`src/rtl/latch_mem_wide.sv`:
```
// Byte-addressed scratch memory with 8/16/32-bit accesses moved in LANE_BYTES-wide beats.
// Optional define LATCH_MEM_RESET_CLEAR_EN: rst also clears every storage byte.
module latch_mem_wide #(
  parameter int RAM_BYTES  = 32,
  parameter int ADDR_BITS  = 5,
  parameter int LANE_BYTES = 1
) (
  input  logic                 clk,
  input  logic                 rst,
  input  logic [ADDR_BITS-1:0] addr_in,
  input  logic [31:0]          data_in,
  input  logic [1:0]           data_write_n,
  input  logic [1:0]           data_read_n,
  output logic [31:0]          data_out,
  output logic                 data_ready
);

  localparam int          IDX_W = (RAM_BYTES > 1) ? $clog2(RAM_BYTES) : 1;
  localparam int unsigned LANE  = LANE_BYTES;
  localparam int unsigned RAM   = RAM_BYTES;

  typedef enum logic [1:0] {IDLE, ACCESS, DONE} state_t;

  state_t               state_q, state_d;
  logic [1:0]           beat_q, beat_d;
  logic [2:0]           size_q, size_d;
  logic                 wr_q, wr_d;
  logic [ADDR_BITS-1:0] addr_q, addr_d;
  logic [31:0]          wdata_q, wdata_d;
  logic [31:0]          data_out_q, data_out_d;
  logic                 data_ready_q, data_ready_d;
  logic [7:0]           mem_q [RAM_BYTES];
  logic [7:0]           mem_d [RAM_BYTES];

  logic                 request;
  logic                 beat_go;
  logic                 cur_wr;
  logic [2:0]           cur_size;
  logic [ADDR_BITS-1:0] cur_addr;
  logic [ADDR_BITS-1:0] byte_addr;
  logic [31:0]          cur_data;
  logic [1:0]           cur_beat;
  int unsigned          size_int;
  int unsigned          bpb;
  int unsigned          nbeats;
  int unsigned          bidx;

  function automatic logic [2:0] size_bytes(input logic [1:0] code);
    case (code)
      2'b00:   return 3'd1;
      2'b01:   return 3'd2;
      2'b10:   return 3'd4;
      default: return 3'd0;
    endcase
  endfunction

  assign request = (data_write_n != 2'b11) || (data_read_n != 2'b11);

  always_comb begin
    state_d      = state_q;
    beat_d       = beat_q;
    size_d       = size_q;
    wr_d         = wr_q;
    addr_d       = addr_q;
    wdata_d      = wdata_q;
    data_out_d   = data_out_q;
    data_ready_d = 1'b0;
    mem_d        = mem_q;
    beat_go      = 1'b0;
    cur_wr       = wr_q;
    cur_size     = size_q;
    cur_addr     = addr_q;
    cur_data     = wdata_q;
    cur_beat     = beat_q;
    byte_addr    = '0;
    size_int     = 0;
    bpb          = 0;
    nbeats       = 1;
    bidx         = 0;

    // Beat 0 runs straight from the live inputs so a single-beat access completes in one cycle.
    case (state_q)
      IDLE: begin
        if (request) begin
          cur_wr   = (data_write_n != 2'b11);
          cur_size = size_bytes(cur_wr ? data_write_n : data_read_n);
          cur_addr = addr_in;
          cur_data = data_in;
          cur_beat = '0;
          beat_go  = 1'b1;
          wr_d     = cur_wr;
          size_d   = cur_size;
          addr_d   = addr_in;
          wdata_d  = data_in;
          if (!cur_wr) data_out_d = '0;
        end
      end
      ACCESS: begin
        if (!request) begin
          state_d = IDLE;
          beat_d  = '0;
        end else begin
          beat_go = 1'b1;
        end
      end
      DONE: begin
        if (!request) state_d = IDLE;
      end
      default: state_d = IDLE;
    endcase

    if (beat_go && !rst) begin
      size_int = 32'(cur_size);
      bpb      = (size_int < LANE) ? size_int : LANE;
      nbeats   = (size_int > LANE) ? size_int / LANE : 1;
      for (int unsigned j = 0; j < LANE; j++) begin
        if (j < bpb) begin
          bidx      = 32'(cur_beat) * LANE + j;
          byte_addr = cur_addr + ADDR_BITS'(bidx);
          if (cur_wr) begin
            if (32'(byte_addr) < RAM) mem_d[IDX_W'(byte_addr)] = cur_data[bidx*8 +: 8];
          end else begin
            data_out_d[bidx*8 +: 8] = (32'(byte_addr) < RAM) ? mem_q[IDX_W'(byte_addr)] : 8'h00;
          end
        end
      end
      if (32'(cur_beat) == nbeats - 1) begin
        state_d      = DONE;
        beat_d       = '0;
        data_ready_d = 1'b1;
      end else begin
        state_d = ACCESS;
        beat_d  = cur_beat + 2'd1;
      end
    end
  end

  always_ff @(posedge clk) begin
    if (rst) begin
      state_q      <= IDLE;
      beat_q       <= '0;
      size_q       <= '0;
      wr_q         <= 1'b0;
      addr_q       <= '0;
      wdata_q      <= '0;
      data_out_q   <= '0;
      data_ready_q <= 1'b0;
    end else begin
      state_q      <= state_d;
      beat_q       <= beat_d;
      size_q       <= size_d;
      wr_q         <= wr_d;
      addr_q       <= addr_d;
      wdata_q      <= wdata_d;
      data_out_q   <= data_out_d;
      data_ready_q <= data_ready_d;
    end
  end

`ifdef LATCH_MEM_RESET_CLEAR_EN
  always_ff @(posedge clk) begin
    if (rst) begin
      for (int unsigned i = 0; i < RAM; i++) mem_q[i] <= '0;
    end else begin
      mem_q <= mem_d;
    end
  end
`else
  always_ff @(posedge clk) begin
    mem_q <= mem_d;
  end
`endif

  assign data_out   = data_out_q;
  assign data_ready = data_ready_q;

endmodule

```
`config.mk`:
```
export PLATFORM = sky130hd
export DESIGN_NAME = latch_mem_wide
export DESIGN_NICKNAME = d
export VERILOG_FILES = /design/src/rtl/latch_mem_wide.sv
export SDC_FILE = /design/constraint.sdc
export NUM_CORES = 1
export LEC_CHECK = 0
export BUFFER_PORTS_ARGS = -buffer_cell sky130_fd_sc_hd__buf_2
export CORE_ASPECT_RATIO = 2
export CORE_MARGIN = 10
export CORE_UTILIZATION = 58
export DETAILED_ROUTE_END_ITERATION = 8
export PLACE_DENSITY = 0.76
export REMOVE_ABC_BUFFERS = 1
export SYNTH_ARGS = -nofsm -noshare
export SYNTH_HDL_FRONTEND = slang
export SYNTH_SLANG_ARGS = --single-unit
```
`constraint.sdc`:
```
create_clock -name clk -period 8.4 [get_ports clk]
set_input_delay 0.84 -clock clk [delete_from_list [all_inputs] [get_ports clk]]
set_output_delay 0.84 -clock clk [all_outputs]
set_load 0.005 [all_outputs]
```
==> results.toml <==
[drt]
viasPerCell = 6.08
wl_um = 30000
ant_nets = 0
routedWlPerCell_um = 24.2
drt_first_pass_iters = 5
drt-initial-drc-count = 555
vias = 7536
drc_errors = 0

[worst_setup_path]
crit_type = "input port to flip-flop"
path_delay_family = "simple AND/OR/NAND/NOR gates"
crit_chain = "buf_2 > nand4_1 > nand2_2 > buf_4 > nand2_2 > inv_1 > fa_2 > a31oi_1 > nand2_1 > nand3_1 > or2_2 > nor2_1"
worstSetupStartpointType = "input port"
critPathRequiredTime_ns = 8.58
worstPathArrival_ns = 5.14
endpoint_kind = "flip-flop"
crit_slowest_cell = "or2_2"
cpPeakStageDelay_ns = 0.67
cp_common_cell = "nand2_2"
crit_fanout = 56
crit_buf_inv = 3

[finish]
mostFrequentLayoutCells = "edfxtp_1, nand2_1, dfxtp_1, buf_2, mux4_2"
nets = 989
utilization_pct = 65.4
antenna_cells = 0
final_common_cell = "edfxtp_1"
drive_gt1_share_pct = 26.0
area_growth_pct = 11.2

[power]
ir_drop_v = 0.000333
p_per_area_nw_per_um2 = 375
p_leak_nw = 5.33

[timing]
setup_viol = 0
timing.setup.tns_ns = 0
finalHoldViolCount = 0
relSlewSlack_pct = 35.7
fin_ws_ns = 3.43
fin_crit_ns = 4.97
finClkSkew_ns = 0.0234
rsz0062_at_grt = "no"
tightest_slew_ns = 0.961
timing.final.crit_share_pct = 59.2
holdWs_ns = 0.455
final-max-slew-violation-count = 0
max_freq_mhz = 201

[global_route]
grt_start_max_net_pins = 57
grt_util_all_layers_pct = 19.8
grt_pass1_vias = 8026
overflow = 0
grt_pass1_wl_um = 46100
antenna_found_initial = 0

[clock_network]
insertion_delay_ns = 0.56
cts_resized = 0
cts_sinks = 334
h-tree-depth = 1
cts_max_path_buffers = 3
cts_tree = "yes"
root_buffer = "clkbuf_16"
clk_pin_slew_ns = 0.06
cts_made_buffers = 28
cts_setup_buffers = 0
cts_hold_buf = 0

[floorplan]
dieArea_um2 = 30600
die_w_um = 129
io-pin-count = 76
initial_core_util_pct = 58.8
fp.coreArea_um2 = 23300
rows = 79
dieHeight_um = 237

[logic_synthesis]
ys_dominant_reg_cell = "edfxtp_1"
synthSimpleGateAreaFrac_pct = 6.66
syn_area_um2 = 13700
synth_top_family_by_area = "multiplexers"
ys_seq_area_share_pct = 67.5
ys_ff_latch = 334
synth_edf_count = 256
ys_warn_count = 0
synthMuxAreaShare_pct = 16.1
synth_top_area_share_pct = 56.1
synth_compound_area_share_pct = 6.14
synth-xor-area-share_pct = 0.319
ys_types = 55
synth-adder-area-share_pct = 1.06
synth.area.top_cells = "edfxtp_1, dfxtp_1, mux4_2"
synth_largest_area_cell = "edfxtp_1"
syn_inst = 866
ys_async_sr_fraction_pct = 0
avgSynthCellArea_um2 = 15.8

[hold_path]
hp-class = "flip-flop to flip-flop"

[placement]
dp_hpwl_um = 20400
port_buffers = 75
dpl_worst_slack_ns = 2.85
routabilityCongestion = 0.892

[run_status]
status = "finished clean"

[flow_run]
maxCapViolations = 0
-- Yosys cell counts (11+ instances only) --
cell and count:
mux4_2 64, buf_2 12, mux2i_1 40, edfxtp_1 256
clkbuf_1 24, mux2_2 16, inv_1 11, dfxtp_1 78
nor2_1 57, nand2_1 106, a21oi_1 60, a22o_1 32
-- metal layers --
| layer | up-vias | track usage (%) | routed length [um] |
|---|---|---|---|
| li1 | 3451 | - | - |
| met1 | 3780 | 20.9 | 10200 |
| met2 | 234 | 37.6 | 17300 |
| met3 | 71 | 2.25 | 1190 |
| met4 | 0 | 9.53 | 1330 |
| met5 | - | 0 | 0 |
-- through the flow --
stage,area (um2),instances,power [mW]
floorplan,13400,817,3.82
global placement,14300,1188,4.45
detailed placement,14300,1188,4.49
CTS,15200,1239,5.76
global route,15200,1239,5.97
finish,15200,1239,5.72
-- cells by family after synthesis --
| family | Yosys count |
|---|---|
| DFF | 334 |
| and+or+nand+nor | 201 |
| muxes | 128 |
| AOI/OAI and AO/OA | 126 |
| buffers and inverters | 61 |
| adders and majority gates | 11 |
| xor gates and xnor gates | 5 |
-- sequential cells by signal (all words and copies together), names as in the netlist --
| signal | cells |
|---|---|
| addr_q | 5 |
| beat_q | 2 |
| data_out | 32 |
| data_ready | 1 |
| mem_q | 256 |
| size_q | 3 |
| state_q | 2 |
| wdata_q | 32 |
| wr_q | 1 |
-- path summary, 6_finish.rpt --
kind	slack, ns	startpoint	cells past startpoint	end
worst max register to register	3.47	state_q[0]	12	mem_q[78]
worst min-delay path	0.46	wdata_q[27]	2	wdata_q[27]
worst min register to register	0.46	wdata_q[27]	2	wdata_q[27]
worst max-delay path	3.43	data_write_n[1]	12	mem_q[78]
-- worst min-delay path: cells and delay by family, from the launching register on --
kind               cells  cell delay, ns
and+or+nand+nor        1            0.05
AOI/OAI and AO/OA      1            0.05
DFF                    1            0.31
-- report_power, final --
part           leakage (nW)  internal, mW  total, mW  switching, mW
Sequential             2.94          2.16       2.21         0.0516
Clock                 0.442         0.704       1.28          0.571
Combinational          1.94         0.846       2.23           1.39
Total                  5.33          3.71       5.72           2.01
-- layout make-up --
type	count	area [um2]
Inverter	12	45.0
Clock buffer	35	758
Multi-Input combinational cell	471	4230
Timing Repair Buffer	88	473
Sequential cell	334	9250
Tap cell	283	354
Clock inverter	16	140
Fill cell	1623	8080
No activity file was read; power rests on OpenSTA's default activity.
